<file path="config.mk">
export PLATFORM = sky130hd
export DESIGN_NAME = fifo_wr_arbiter
export DESIGN_NICKNAME = d
export VERILOG_FILES = /design/src/rtl/fifo_wr_arbiter.sv
export SDC_FILE = /design/constraint.sdc
export NUM_CORES = 1
export LEC_CHECK = 0
export CORE_ASPECT_RATIO = 1.2
export CORE_UTILIZATION = 36
export CTS_CLUSTER_DIAMETER = 150
export CTS_CLUSTER_SIZE = 10
export DETAILED_ROUTE_END_ITERATION = 6
export PLACE_DENSITY = 0.84
export SLEW_MARGIN = 20
export SYNTH_ARGS = -nofsm -noshare
export SYNTH_HDL_FRONTEND = slang
export SYNTH_SLANG_ARGS = --single-unit
</file>
<file path="constraint.sdc">
create_clock -name wr_clk -period 3.03 [get_ports wr_clk]
set_input_delay 0.606 -clock wr_clk [delete_from_list [all_inputs] [get_ports wr_clk]]
set_output_delay 0.606 -clock wr_clk [all_outputs]
set_load 0.005 [all_outputs]
</file>
<file path="src/rtl/fifo_wr_arbiter.sv">
// Round-robin burst arbiter sharing one FIFO write port among NREQ
// requesters. Optional per-requester stats: FIFO_WR_ARB_STATS_EN.
//
// Ports:
//   wr_clk, rst_n        clock, async active-low reset
//   req_valid/req_data   per-requester beat and data (i at [i*DW +: DW])
//   req_ready            beat of requester i accepted this cycle
//   fifo_full            FIFO full flag (write domain)
//   fifo_wr_en/fifo_din  FIFO write port
//   grant, busy          one-hot owner, high while bursting
//   beat_cnt             (FIFO_WR_ARB_STATS_EN only) 16-bit sat counts
module fifo_wr_arbiter #(
  parameter int NREQ  = 4,
  parameter int DW    = 8,
  parameter int BURST = 4
) (
  input  logic               wr_clk,
  input  logic               rst_n,
  input  logic [NREQ-1:0]    req_valid,
  input  logic [NREQ*DW-1:0] req_data,
  output logic [NREQ-1:0]    req_ready,
  input  logic               fifo_full,
  output logic               fifo_wr_en,
  output logic [DW-1:0]      fifo_din,
  output logic [NREQ-1:0]    grant,
  output logic               busy
`ifdef FIFO_WR_ARB_STATS_EN
  ,
  output logic [NREQ*16-1:0] beat_cnt
`endif
);

  localparam int OW = $clog2(NREQ);
  localparam int CW = $clog2(BURST + 1);

  typedef enum logic {
    S_IDLE  = 1'b0,
    S_BURST = 1'b1
  } state_t;

  state_t          r_state;
  state_t          w_state_nxt;
  logic [OW-1:0]   r_owner;
  logic [OW-1:0]   w_owner_nxt;
  logic [OW-1:0]   w_rr;
  logic            w_found;
  logic [CW-1:0]   r_cnt;
  logic [CW-1:0]   w_cnt_nxt;
  logic [CW-1:0]   w_cnt_inc;

  assign w_cnt_inc = r_cnt + 1'b1;

  // r_owner doubles as last_owner: it is loaded on burst entry and
  // held through IDLE, so the search starts one past it.
  always_comb begin
    w_rr    = r_owner;
    w_found = 1'b0;
    for (int k = 1; k <= NREQ; k++) begin
      if (!w_found && req_valid[(int'(r_owner) + k) % NREQ]) begin
        w_rr    = OW'((int'(r_owner) + k) % NREQ);
        w_found = 1'b1;
      end
    end
  end

  always_ff @(posedge wr_clk or negedge rst_n) begin
    if (!rst_n) begin
      r_state <= S_IDLE;
      r_owner <= OW'(NREQ - 1);
      r_cnt   <= '0;
    end else begin
      r_state <= w_state_nxt;
      r_owner <= w_owner_nxt;
      r_cnt   <= w_cnt_nxt;
    end
  end

  always_comb begin
    w_state_nxt = r_state;
    w_owner_nxt = r_owner;
    w_cnt_nxt   = r_cnt;
    req_ready   = '0;
    fifo_wr_en  = 1'b0;
    fifo_din    = '0;
    grant       = '0;
    busy        = 1'b0;
    case (r_state)
      S_IDLE: begin
        if (|req_valid) begin
          w_state_nxt = S_BURST;
          w_owner_nxt = w_rr;
          w_cnt_nxt   = '0;
        end
      end
      S_BURST: begin
        busy             = 1'b1;
        grant[r_owner]   = 1'b1;
        req_ready[r_owner] = !fifo_full;
        fifo_wr_en       = req_valid[r_owner] && !fifo_full;
        for (int i = 0; i < NREQ; i++) begin
          if (r_owner == OW'(i)) begin
            fifo_din = req_data[i*DW +: DW];
          end
        end
        // A dropped valid ends the burst even while the FIFO is full.
        if (!req_valid[r_owner]) begin
          w_state_nxt = S_IDLE;
        end else if (!fifo_full) begin
          w_cnt_nxt = w_cnt_inc;
          if (w_cnt_inc == CW'(BURST)) begin
            w_state_nxt = S_IDLE;
          end
        end
      end
      default: w_state_nxt = S_IDLE;
    endcase
  end

`ifdef FIFO_WR_ARB_STATS_EN
  logic [NREQ-1:0][15:0] r_stat;

  always_ff @(posedge wr_clk or negedge rst_n) begin
    if (!rst_n) begin
      r_stat <= '0;
    end else if (fifo_wr_en && r_stat[r_owner] != 16'hFFFF) begin
      r_stat[r_owner] <= r_stat[r_owner] + 16'd1;
    end
  end

  assign beat_cnt = r_stat;
`else
  // statistics counters not built
`endif

endmodule
</file>
Yosys cells after proc, flatten, opt, wreduce, memory -nomap -nowiden
Cells that the tools add are included.

Register bits: 6. Input bits: 39. Output and inout bits: 18. Logic and storage cells: 86.

$add $sub $neg: 5. Magnitude comparators: 6. Equality and inequality tests: 7. Mux-type cells: 41. Bitwise logic cells: 6. Reductions and logical operators: 18.

Operators by type and width (count): 2-to-1 mux 8 bit (5); 2-to-1 mux 1 bit (19); less-than comparator 3 x 4 -> 1 bit, second input constant (4); binary-select mux 1 bit (select 2 bit) (5); 2-to-1 mux 3 bit (3); 2-to-1 mux 2 bit (4); 2-to-1 mux 4 bit (2); OR reduction 2 bit (4); case mux 3 bit (2 select lines) (1); AND reduction 3 bit (2); logical AND 1 bit (5); adder 2 x 1 -> 2 bit, second input constant (2); adder 2 bit, second input constant (2); bitwise AND 1 bit, first input constant (4); bitwise AND 4 bit (1); equality test 2 bit, second input constant (2); zero test 1 bit (4); inequality test 2 bit, second input constant (2); nonzero test 4 bit (1); OR reduction 4 bit (1); adder 3 x 1 -> 3 bit, second input constant (1); equality test 3 bit, second input constant (1); less-than comparator 2 x 3 -> 1 bit, second input constant (1); demux 1 bit (select 2 bit) (1); other kinds (6) (6).

Longest topological paths before layout
Depth after elaboration: 17. Gate-level depth with buffers: 7. Gate-level depth less buffers: 6.

Least setup slack after synthesis
No wires, ideal clock.

Kind: register to output. Start: register r_owner[1]. End: output port fifo_din[0]. Arrival time: 1912 ps. Data required time: 2424 ps. Path slack: 512 ps. Cell stages (with the launch flop): 8. Buffers on the path: 1. Cells stage by stage: dfstp_2 > clkbuf_1 > inv_1 > ha_1 > nor2b_1 > a221oi_1 > a211o_1 > a21oi_1.

Cells in the longest elaborated chain, start to end: 6. Elaborated cells on any way between the ends: 9. Those cells by class: 3 x eq/ne; 5 x mux; 1 x reduce/logical.

Ends and longest elaborated chain: start: declaration (RTL line 43) `logic [OW-1:0] r_owner;`; start signal: assignment (RTL line 69) `r_owner <= OW'(NREQ - 1);`; start signal: assignment (RTL line 73) `r_owner <= w_owner_nxt;`; zero test 2 bit (RTL line 101) `if (r_owner == OW'(i)) begin`; 2-to-1 mux 8 bit (3 in series) (RTL line 101); 2-to-1 mux 8 bit * (RTL line 101); 2-to-1 mux 8 bit * (RTL line 87) `case (r_state)`; end: declaration (RTL line 24) `output logic [DW-1:0] fifo_din,`.

Every way passes the cells marked *; elsewhere a longest branch is shown, timed or not.

Worst setup path after layout
Start: register r_owner[0]. End: output port fifo_din[1].

Same word-level chain as after synthesis.

==> qor.txt <==
Die Y = 56.7 um
# diodes = 0
Peak VDD IR = 558 uV
Starting Density = 38.5%
CTS tree = done
Comb pwr share = 83.3%
sequential share of the synthesized area = 17.0%
total global-route track usage = 19.4%
largest net degree at the start of global routing = 19
switch share = 41.6%
Slowest-stage cell, CP = clkdlybuf4s50_1
DRC = 0
synth top area cells = dfrtp_1 (11%), ha_1 (8.4%), a211o_1 (7.8%)
dpl cell area = 1490 sq um
Post-synth EDFFs = 0
Die Wd = 47.6 um
DRT antenna net count = 0
average size of a mapped cell = 8.01 sq um
# hold bufs at CTS = 0
max_cap viols = 0
GR Overflow Total = 0
Slew headroom = 75.7%
final worst-path cycle share = 96.6%
reg2reg end = r_owner[0]
Yosys cell types = 31
die area = 2700 sq um
WS Path Type = reg2out
Layout area overhead = 72.1%
Post-Synthesis Cells = 112
design area = 1540 sq um
Internal = 795 uW
startpoint types = flip-flop
crit-path cells = buf_4 > ha_4 > buf_6 > a221oi_1 > a211o_1 > a21oi_1 > clkdlybuf4s50_1
Rows = 19
clock skew = 0.000544 ns
clk sinks = 6
R2R Setup Slk = 1.17 ns
WL final = 2.80 mm
crit end category = primary output
number of iterations in the first detailed-routing pass = 4
nets@finish = 214
number of global-route vias before repair = 919
crit path capture = fifo_din[1]
outcome = completed
setup violators final = 0
share of layout cells above drive strength 1 = 14.4%
clk buf depth = 2
Data arrival, critical path = 2.32 ns
Yosys warning count = 0
top cell type's share of synthesized area = 11.2%
Psw = 567 uW
Power Density = 883 nW/um^2
crit path from = r_owner[0]
DR WL/cell = 14.1 um
H-Tree Level Count = 1
CTS Buf Count = 3
async set-or-reset flop fraction in the synthesized netlist = 100%
Final Max Tran Viols = 0
syn nets = 157
global-route wire length before repair = 3.90 mm
reg2reg start = r_owner[1]
min Tclk post-route = 2.93 ns
Reg power frac = 11.4%
commonest cells after routing, fill and taps aside = clkdlybuf4s50_1 (55), inv_1 (14), nand2_1 (12)
Final GP Congestion = 0.834
Reg2Reg Depth = 6
IO Pins = 57
leakage power = 0.000663 uW
post-synth top area cell = dfrtp_1
slowest stage delay, CP = 0.53 ns
clk root buf = clkbuf_4
DP Wirelength = 2.26 mm
RSZ-0062 raised after global routing = false
setup TNS = 0 ns
clock latency on the worst-skew pair = 0.24 ns
hold path cells = 2
Initial DRC Count = 13
routed via count = 1052
clk slew on worst S/H paths = 0.04 ns
PortBufs = 56
Worst-Margin Slew = 0.364 ns
top_reg_cell synth = dfrtp_1
total power = 1360 uW
Vias/cell = 5.31
Clk pwr share = 5.3%
synthesized cell area = 897 sq um
Max Fclk = 0.341 GHz
initial antenna violation count = 0
FF+latch count, synth = 6
setup repair bufs after CTS = 0
core area = 2330 sq um
Fin. Hold Viols = 0
commonest non-fill, non-tap cell in the layout = clkdlybuf4s50_1
critical path required time = 2.42 ns
hold slack = 0.540 ns
Hold Crit Class = reg2reg
crit path max fanout = 12
-- cell type report --
class | instances | area, sq um
Fill cell | 205 | 786
Tap cell | 31 | 38.8
Sequential cell | 6 | 153
Clock buffer | 3 | 22.5
Multi-Input combinational cell | 83 | 677
Inverter | 15 | 56.3
Timing Repair Buffer | 60 | 597
-- critical path: cells and delay by family, from the launching register on --
kind                     cells  cell delay [ns]
flip-flops                   1             0.52
AO/OA/AOI/OAI                3             0.53
buffers and inverters        3             0.85
adder cells (fa/ha/maj)      1             0.17
-- metrics by stage --
stage               instances  utilization [%]  worst slack [ns]
floorplan                 112                -             0.512
global placement          195             63.9             0.232
detailed placement        195             63.9             0.178
CTS                       198             64.9           0.00514
global route              198             66.3           0.00242
finish                    198             66.3             0.102
-- power groups by stage --
stage               Clock (uW)  Sequential (uW)  Combinational, uW
CTS                       76.0              155               1100
global placement             0              153               1060
global route              79.3              161               1230
finish                    72.6              155               1130
floorplan                    0              150                675
detailed placement           0              156               1100
-- state kept, by name (all words and copies together) (netlist names) --
name,cells
r_owner,2
r_cnt,3
r_state,1
-- cells in the mapped netlist, drive strengths merged, types with 3 or more instances --
cell / instances
a211o: 8
a21oi: 8
a221oi: 9
and2: 8
clkbuf: 6
dfrtp: 4
ha: 6
inv: 14
mux2: 3
mux2i: 4
mux4: 3
nand2: 12
nor2: 6
nor2b: 4
o21ai: 4
-- kinds of logic after synthesis --
logic type,after synthesis,share of synthesized area [%]
adders and majority gates,6,8.37
buffers and inverters,23,10.6
and+or+nand+nor,33,18.8
DFF,6,17.0
AOI/OAI and AO/OA,34,29.0
muxes,10,16.2
-- per-layer routing --
| metal | track usage, % | vias to the layer above | routed length [um] |
|---|---|---|---|
| li1 | - | 512 | - |
| met2 | 35.6 | 51 | 1350 |
| met5 | 0 | - | 0 |
| met1 | 20.2 | 489 | 1120 |
| met3 | 4.82 | 0 | 326 |
| met4 | 5.95 | 0 | 0 |
-- worst min path at each step --
stage	slack (ns)	from	end
6_report	0.54	r_cnt[2]	r_cnt[2]
5_1_grt	0.56	r_cnt[2]	r_cnt[2]
4_1_cts	0.54	r_cnt[2]	r_cnt[2]
3_5_place_dp	0.53	r_cnt[2]	r_cnt[2]
3_3_place_gp	0.51	r_cnt[2]	r_cnt[2]
2_1_floorplan	0.31	rst_n	r_cnt[0]
-- repair_timing --
item,CTS,global route
gates resized for setup,1,8
endpoints found under the setup margin,6,8
pin swaps,0,0
No activity file was read; power rests on OpenSTA's default activity.
